--- config.mk ---
export PLATFORM = sky130hd
export DESIGN_NAME = serial_mag_cmp_flat
export DESIGN_NICKNAME = d
export VERILOG_FILES = /design/src/rtl/serial_mag_cmp_if.sv /design/src/rtl/serial_mag_cmp.sv /design/src/flat_wrapper.sv
export SDC_FILE = /design/constraint.sdc
export NUM_CORES = 1
export LEC_CHECK = 0
export CAP_MARGIN = 40
export CORE_AREA = 2 2 47 49
export CTS_CLUSTER_SIZE = 30
export DETAILED_ROUTE_END_ITERATION = 10
export DIE_AREA = 0 0 49 51
export GPL_TIMING_DRIVEN = 0
export PLACE_DENSITY = 0.62
export SLEW_MARGIN = 20
export SYNTH_ARGS = -nofsm -noshare
export SYNTH_HDL_FRONTEND = slang
export SYNTH_SLANG_ARGS = --single-unit
--- constraint.sdc ---
create_clock -name clk -period 2.9 [get_ports clk]
set_input_delay 0.29 -clock clk [delete_from_list [all_inputs] [get_ports clk]]
set_output_delay 0.29 -clock clk [all_outputs]
set_load 0.02 [all_outputs]
--- src/rtl/serial_mag_cmp_if.sv ---
// Handshake bundle for the serial magnitude comparator: digit-pair stream in,
// single greater/less/equal result out.
interface serial_mag_cmp_if;
    // Both channels are valid/ready: a transfer happens on a rising clk edge
    // where valid and ready are both high; the producer holds its payload
    // stable while valid is high and ready is low.
    logic       start;
    logic       in_valid;
    logic       in_ready;
    logic [1:0] in_a;
    logic [1:0] in_b;
    logic       res_valid;
    logic       res_ready;
    logic       agb;
    logic       alb;
    logic       aeqb;
    logic       busy;

    modport master (
        output start, in_valid, in_a, in_b, res_ready,
        input  in_ready, res_valid, agb, alb, aeqb, busy
    );

    modport slave (
        input  start, in_valid, in_a, in_b, res_ready,
        output in_ready, res_valid, agb, alb, aeqb, busy
    );
endinterface

--- src/rtl/serial_mag_cmp.sv ---
// Sequential magnitude comparator: folds MSB-first 2-bit digit compares over
// DIGITS accepted digit pairs and presents one registered GT/LT/EQ result.
module serial_mag_cmp #(
    parameter int DIGITS = 4
) (
    input  logic             clk,
    input  logic             rst_n,
    serial_mag_cmp_if.slave  bus,
    output logic [1:0]       state_o
);
    localparam int CW = (DIGITS > 1) ? $clog2(DIGITS) : 1;
    localparam logic [CW-1:0] LAST = CW'(DIGITS - 1);

    typedef enum logic [1:0] {
        IDLE = 2'd0,
        RUN  = 2'd1,
        DONE = 2'd2
    } state_t;

    typedef enum logic [1:0] {
        REL_EQ = 2'd0,
        REL_GT = 2'd1,
        REL_LT = 2'd2
    } rel_t;

    state_t        state_q;
    rel_t          rel_q;
    rel_t          rel_d;
    logic [CW-1:0] cnt_q;
    logic          in_ready_q;
    logic          res_valid_q;
    logic          agb_q;
    logic          alb_q;
    logic          aeqb_q;
    logic          busy_q;

    // The first unequal digit decides; later digits cannot override it.
    always_comb begin
        rel_d = rel_q;
        if (rel_q == REL_EQ) begin
            if (bus.in_a > bus.in_b) begin
                rel_d = REL_GT;
            end else if (bus.in_a < bus.in_b) begin
                rel_d = REL_LT;
            end
        end
    end

    always_ff @(posedge clk) begin
        if (!rst_n) begin
            state_q     <= IDLE;
            rel_q       <= REL_EQ;
            cnt_q       <= '0;
            in_ready_q  <= 1'b0;
            res_valid_q <= 1'b0;
            agb_q       <= 1'b0;
            alb_q       <= 1'b0;
            aeqb_q      <= 1'b0;
            busy_q      <= 1'b0;
        end else begin
            case (state_q)
                IDLE: begin
                    if (bus.start) begin
                        state_q    <= RUN;
                        rel_q      <= REL_EQ;
                        cnt_q      <= '0;
                        in_ready_q <= 1'b1;
                        busy_q     <= 1'b1;
                    end
                end
                RUN: begin
                    // Every digit is consumed even after the decision, keeping stream framing.
                    if (bus.in_valid && in_ready_q) begin
                        rel_q <= rel_d;
                        cnt_q <= cnt_q + CW'(1);
                        if (cnt_q == LAST) begin
                            state_q     <= DONE;
                            in_ready_q  <= 1'b0;
                            res_valid_q <= 1'b1;
                            agb_q       <= (rel_d == REL_GT);
                            alb_q       <= (rel_d == REL_LT);
                            aeqb_q      <= (rel_d == REL_EQ);
                        end
                    end
                end
                DONE: begin
                    if (bus.res_ready) begin
                        state_q     <= IDLE;
                        res_valid_q <= 1'b0;
                        agb_q       <= 1'b0;
                        alb_q       <= 1'b0;
                        aeqb_q      <= 1'b0;
                        busy_q      <= 1'b0;
                    end
                end
                default: begin
                    state_q     <= IDLE;
                    in_ready_q  <= 1'b0;
                    res_valid_q <= 1'b0;
                    agb_q       <= 1'b0;
                    alb_q       <= 1'b0;
                    aeqb_q      <= 1'b0;
                    busy_q      <= 1'b0;
                end
            endcase
        end
    end

    assign bus.in_ready  = in_ready_q;
    assign bus.res_valid = res_valid_q;
    assign bus.agb       = agb_q;
    assign bus.alb       = alb_q;
    assign bus.aeqb      = aeqb_q;
    assign bus.busy      = busy_q;
    assign state_o       = state_q;
endmodule
--- src/flat_wrapper.sv ---
// flat-port wrapper written by rule: the top's interface ports become plain ports
module serial_mag_cmp_flat 
#(
    parameter int DIGITS = 4
)
  (clk, rst_n, state_o, bus_start, bus_in_valid, bus_in_a, bus_in_b, bus_res_ready, bus_in_ready, bus_res_valid, bus_agb, bus_alb, bus_aeqb, bus_busy);
  serial_mag_cmp_if bus_i ();
  input  logic clk;
  input  logic rst_n;
  output logic [1:0] state_o;
  input wire logic [$bits(bus_i.start)-1:0] bus_start;
  input wire logic [$bits(bus_i.in_valid)-1:0] bus_in_valid;
  input wire logic [$bits(bus_i.in_a)-1:0] bus_in_a;
  input wire logic [$bits(bus_i.in_b)-1:0] bus_in_b;
  input wire logic [$bits(bus_i.res_ready)-1:0] bus_res_ready;
  output wire logic [$bits(bus_i.in_ready)-1:0] bus_in_ready;
  output wire logic [$bits(bus_i.res_valid)-1:0] bus_res_valid;
  output wire logic [$bits(bus_i.agb)-1:0] bus_agb;
  output wire logic [$bits(bus_i.alb)-1:0] bus_alb;
  output wire logic [$bits(bus_i.aeqb)-1:0] bus_aeqb;
  output wire logic [$bits(bus_i.busy)-1:0] bus_busy;
  assign bus_i.start = bus_start;
  assign bus_i.in_valid = bus_in_valid;
  assign bus_i.in_a = bus_in_a;
  assign bus_i.in_b = bus_in_b;
  assign bus_i.res_ready = bus_res_ready;
  assign bus_in_ready = bus_i.in_ready;
  assign bus_res_valid = bus_i.res_valid;
  assign bus_agb = bus_i.agb;
  assign bus_alb = bus_i.alb;
  assign bus_aeqb = bus_i.aeqb;
  assign bus_busy = bus_i.busy;
  serial_mag_cmp #(.DIGITS(DIGITS)) u_core (.clk(clk), .rst_n(rst_n), .bus(bus_i), .state_o(state_o));
endmodule
## After elaboration in Yosys (flattened, before gate mapping)

Cells that the tools add are included.

- Input bits: 9
- Output and inout bits: 8
- Logic and storage cells: 65
- Register bits: 12

- Equal/unequal tests: 9
- $add $sub $neg: 1
- Reduce and logical (&&, ||, !) cells: 10
- Bitwise operators: 3
- $lt $le $gt $ge: 2
- Muxes and demuxes: 31

Operator list:

| operator | count |
|---|---|
| two-way mux 2 bit | 10 |
| one-hot mux 1 bit (3 select lines) | 6 |
| two-way mux 1 bit | 12 |
| AND reduction 4 bit | 3 |
| one-hot mux 2 bit (2 select lines) | 2 |
| == test 2 bit (second input constant) | 3 |
| zero test 2 bit | 3 |
| one-hot mux 2 bit (3 select lines) | 1 |
| AND reduction 3 bit | 2 |
| == test 2 x 1 -> 1 bit (second input constant) | 2 |
| inequality test 2 x 1 -> 1 bit (second input constant) | 2 |
| inequality test 2 bit (second input constant) | 2 |
| inverter 1 bit | 3 |
| adder 2 x 1 -> 2 bit (second input constant) | 1 |
| greater-than comparator 2 bit | 1 |
| less-than comparator 2 bit | 1 |
| nonzero test 2 bit | 1 |
| logical AND 1 bit | 1 |

## Longest topological paths before layout

- Depth in word-level cells: 8
- Mapped depth: 6
- Gate-level depth less buffers: 6

## Worst setup path after synthesis

No wires, ideal clock.

- Path type: flip-flop to flip-flop
- Start point: register u_core.state_q[0], in the netlist u_core.state_o[0]
- End point: register u_core.rel_q[1]
- Library setup time: 0.115 ns
- Cell stages (with the launch flop): 6
- Buffers on the path: 1
- Data required time: 2.785 ns
- Setup slack: 1.627 ns
- Data arrival time: 1.158 ns
- Clock period less this slack: 1.273 ns
- Cells stage by stage: dfxtp_1 -> buf_4 -> nand3_1 -> a21o_1 -> o2bb2ai_1 -> and2_1

- Longest elaborated chain between the ends: 3
- Elaborated cells between the ends (all ways): 7
- Classes of those cells: eq/ne: 3; mux: 1; reduce/logical: 3

RTL lines:

| item | line | source |
|---|---|---|
| from (decl) | serial_mag_cmp.sv:26 | `state_t state_q;` |
| from (signal assigned) | serial_mag_cmp.sv:51 | `state_q <= IDLE;` |
| from (signal assigned) | serial_mag_cmp.sv:64 | `state_q <= RUN;` |
| from (signal assigned) | serial_mag_cmp.sv:77 | `state_q <= DONE;` |
| == test 2 x 1 -> 1 bit or zero test 2 bit (tied branches) | serial_mag_cmp.sv:61 | `case (state_q)` |
| inequality test 2 x 1 -> 1 bit (no line) (tied with other cells) | - |  |
| AND reduction 3 bit (no line) | - |  |
| to (signal assigned) | serial_mag_cmp.sv:74 | `rel_q <= rel_d;` |
| to (decl) | serial_mag_cmp.sv:27 | `rel_t rel_q;` |

Parallel ways exist; a longest one is shown, timed or not.
A chain may end at the register's enable or synchronous reset.

## Worst setup path in the final report

- Start point: register u_core.in_ready_q, in the netlist u_core.bus.in_ready
- End point: output port bus_in_ready

RTL lines:

| item | line | source |
|---|---|---|
| from (decl) | serial_mag_cmp.sv:30 | `logic in_ready_q;` |
| from (signal assigned) | serial_mag_cmp.sv:54 | `in_ready_q <= 1'b0;` |
| from (signal assigned) | serial_mag_cmp.sv:67 | `in_ready_q <= 1'b1;` |
| from (signal assigned) | serial_mag_cmp.sv:78 | `in_ready_q <= 1'b0;` |
| to (decl) | flat_wrapper.sv:16 | `output wire logic [$bits(bus_i.in_ready)-1:0] bus_in_ready;` |

No word-level cell between the ends.

==> key figures <==
Synth
  – Mean area per synthesized cell: 8.49 um^2
  – Yosys warnings: 0
  – Synthesized Nets: 86
  – Most common cell in the netlist: dfxtp_1
  – Number of synthesized flops with an enable pin: 0
  – Main synth FF type: dfxtp_1
  – Synth top cells by count: dfxtp_1, nand3_1, nor2_1
  – Share of the synthesized area in the top cell type: 0.382
  – Syn Inst Count: 74
  – Mapped Area: 628 um^2
  – Largest area contributor in the netlist: dfxtp_1
  – Synth unique cells: 30
  – Synth top area cells: dfxtp_1, ha_1, nand3_1
  – Seq/Total Area, Yosys: 0.382
  – #FFs+latches synth: 12
  – Post-synth ARST share: 0

Timing
  – Least-Margin Pin Slew: 0.377 ns
  – Clock Skew: 0.00748 ns
  – Hold Vio Cnt, Final: 0
  – Maximum clock rate: 0.607 GHz
  – RSZ-0062 raised after global routing: no
  – Final min period: 1.65 ns
  – Rel. slew slack: 0.749
  – Setup_tns: 0 ns
  – Post-route setup slack: 1.25 ns
  – Final setup fails: 0
  – Fin crit share: 0.568
  – Slew Viols, Final: 0

Status
  – Outcome: complete, no violations

Floorplan
  – I/O Pins: 17
  – Rows: 17
  – Die Wd: 49 um
  – DIE AREA: 2500 um^2
  – Core area: 2060 um^2
  – Initial Utilization: 0.304
  – Die H: 51 um

Routing
  – DR iter-0 viols: 8
  – DR DRC count: 0
  – Vias: 578
  – Via/cell ratio: 4.78
  – WL/cell: 10.6 um
  – Routed wire length: 1290 um
  – ANT nets after route: 0
  – DR pass1 iterations: 3

Setup path
  – Slowest CP cell: clkdlybuf4s50_1
  – Buf/Inv on CP: 1
  – Critical Path RT: 2.61 ns
  – Setup CP Type: flop to primary output
  – Worst setup SP type: flop
  – Critical Path Max Stage Delay: 0.64 ns
  – Worst-path fanout max: 7
  – Crit path capture type: primary output
  – CP top delay family: buffers and inverters
  – Critical path arrival: 1.36 ns
  – Worst path cell trace: clkdlybuf4s50_1

Power
  – Switch share: 0.271
  – Power Dens Cells: 408 nW/um^2
  – Final Power: 0.345 mW
  – Comb pwr share: 0.185
  – Leakage: 0.327 nW
  – Flop pwr share: 0.507
  – Highest ir drop seen on vdd: 240 uV
  – Switching power: 0.0937 mW
  – Clock power share: 0.308
  – Internal: 0.252 mW

Clock tree
  – Clock tree buffer depth: 2
  – Worst-Skew Late Latency: 0.28 ns
  – CTS Hold Bufs: 0
  – Root buf cell: clkbuf_4
  – Total clock sinks: 12
  – CTS resizes: 0
  – Post CTS Setup Buffer Count: 0
  – H-tree Lvls: 1
  – Cts bufs inserted: 3
  – Clock slew at reported path FFs: 0.08 ns
  – CTS tree: done

Global routing
  – Total global routing overflow: 0
  – Largest net degree at the start of global routing: 11
  – Number of global-route vias before repair: 511
  – First-pass GRT wire length: 2240 um
  – Initial antenna violation count: 0
  – Gr usage total: 0.119

Flow run
  – Maxcap violations: 0

Finish
  – Final core utilization: 0.410
  – Antenna diode count: 0
  – Share of layout cells above drive strength 1: 0.108
  – Layout net count: 107
  – P&R area growth vs syn: 34.7%

Placed design
  – Gpl congestion: 0.724
  – Worst slack, placed: 1.19 ns
  – Post-DP HPWL: 968 um
  – Port bufs: 16

Worst hold path
  – Min-delay worst type: flop to flop
worst paths after layout:
| check | from | end | slack, ns | cells past startpoint |
|---|---|---|---|---|
| min reg2reg | u_core.cnt_q[1] | u_core.cnt_q[1] | 0.46 | 2 |
| max | u_core.bus.in_ready | bus_in_ready | 1.25 | 1 |
| min | u_core.cnt_q[1] | u_core.cnt_q[1] | 0.46 | 2 |
| max reg2reg | u_core.cnt_q[0] | u_core.bus.aeqb | 1.59 | 5 |
cells in the final DEF (no fill, tap or decap), types with 2 or more instances in the layout:
master / count
nand3_1: 7
nor2_1: 6
dfxtp_1: 12
o21ai_0: 4
ha_1: 3
clkbuf_4: 3
nor2b_1: 2
inv_1: 4
nand2_1: 5
a21oi_1: 5
clkdlybuf4s50_1: 16
o21ai_1: 2
and2_1: 5
final cells by class:
cell class | instances | area [um^2]
plain buffers | 3 | 22.5
clock buffers | 3 | 22.5
fillers | 222 | 1220
inverters | 4 | 15.0
multi-input cells | 55 | 350
flip-flops and latches | 12 | 240
well taps | 28 | 35.0
repair buffers | 16 | 160
kinds of logic (layout without fill, tap and decap cells):
kind of cell,count (synthesis),count (layout),synth area share
muxes,1,1,0.0159
buffers and inverters,7,26,0.0598
AOI/OAI and AO/OA,21,21,0.215
and+or+nand+nor,30,30,0.267
adders and majority gates,3,3,0.0598
DFF,12,12,0.382
state kept, by name (all words and copies together), names as in the netlist:
name,count
u_core.bus.aeqb,1
u_core.bus.agb,1
u_core.bus.alb,1
u_core.bus.busy,1
u_core.bus.in_ready,1
u_core.bus.res_valid,1
u_core.cnt_q,2
u_core.rel_q,2
u_core.state_o,2
through the flow:
step	area, um^2	hold slack, ns	instances
final	846	0.461	121
after global placement	823	0.445	118
after detailed placement	823	0.456	118
after global routing	846	0.493	121
after floorplan	628	0.418	74
after CTS	846	0.467	121
power by group through the flow:
| stage | sequential, mW | clock [mW] | combinational, mW |
|---|---|---|---|
| floorplan | 0.183 | 0 | 0.0337 |
| global placement | 0.179 | 0 | 0.0639 |
| detailed placement | 0.179 | 0 | 0.0647 |
| CTS | 0.175 | 0.110 | 0.0652 |
| global route | 0.176 | 0.121 | 0.0721 |
| finish | 0.175 | 0.106 | 0.0640 |
per-layer routing:
metal / wire (um) / vias up / GRT usage
met5: 0 / - / 0
met4: 11 / 0 / 0.0381
met3: 64 / 2 / 0.0439
met2: 571 / 15 / 0.189
met1: 640 / 266 / 0.149
li1: - / 295 / -
(Power assumes the default switching activity.)
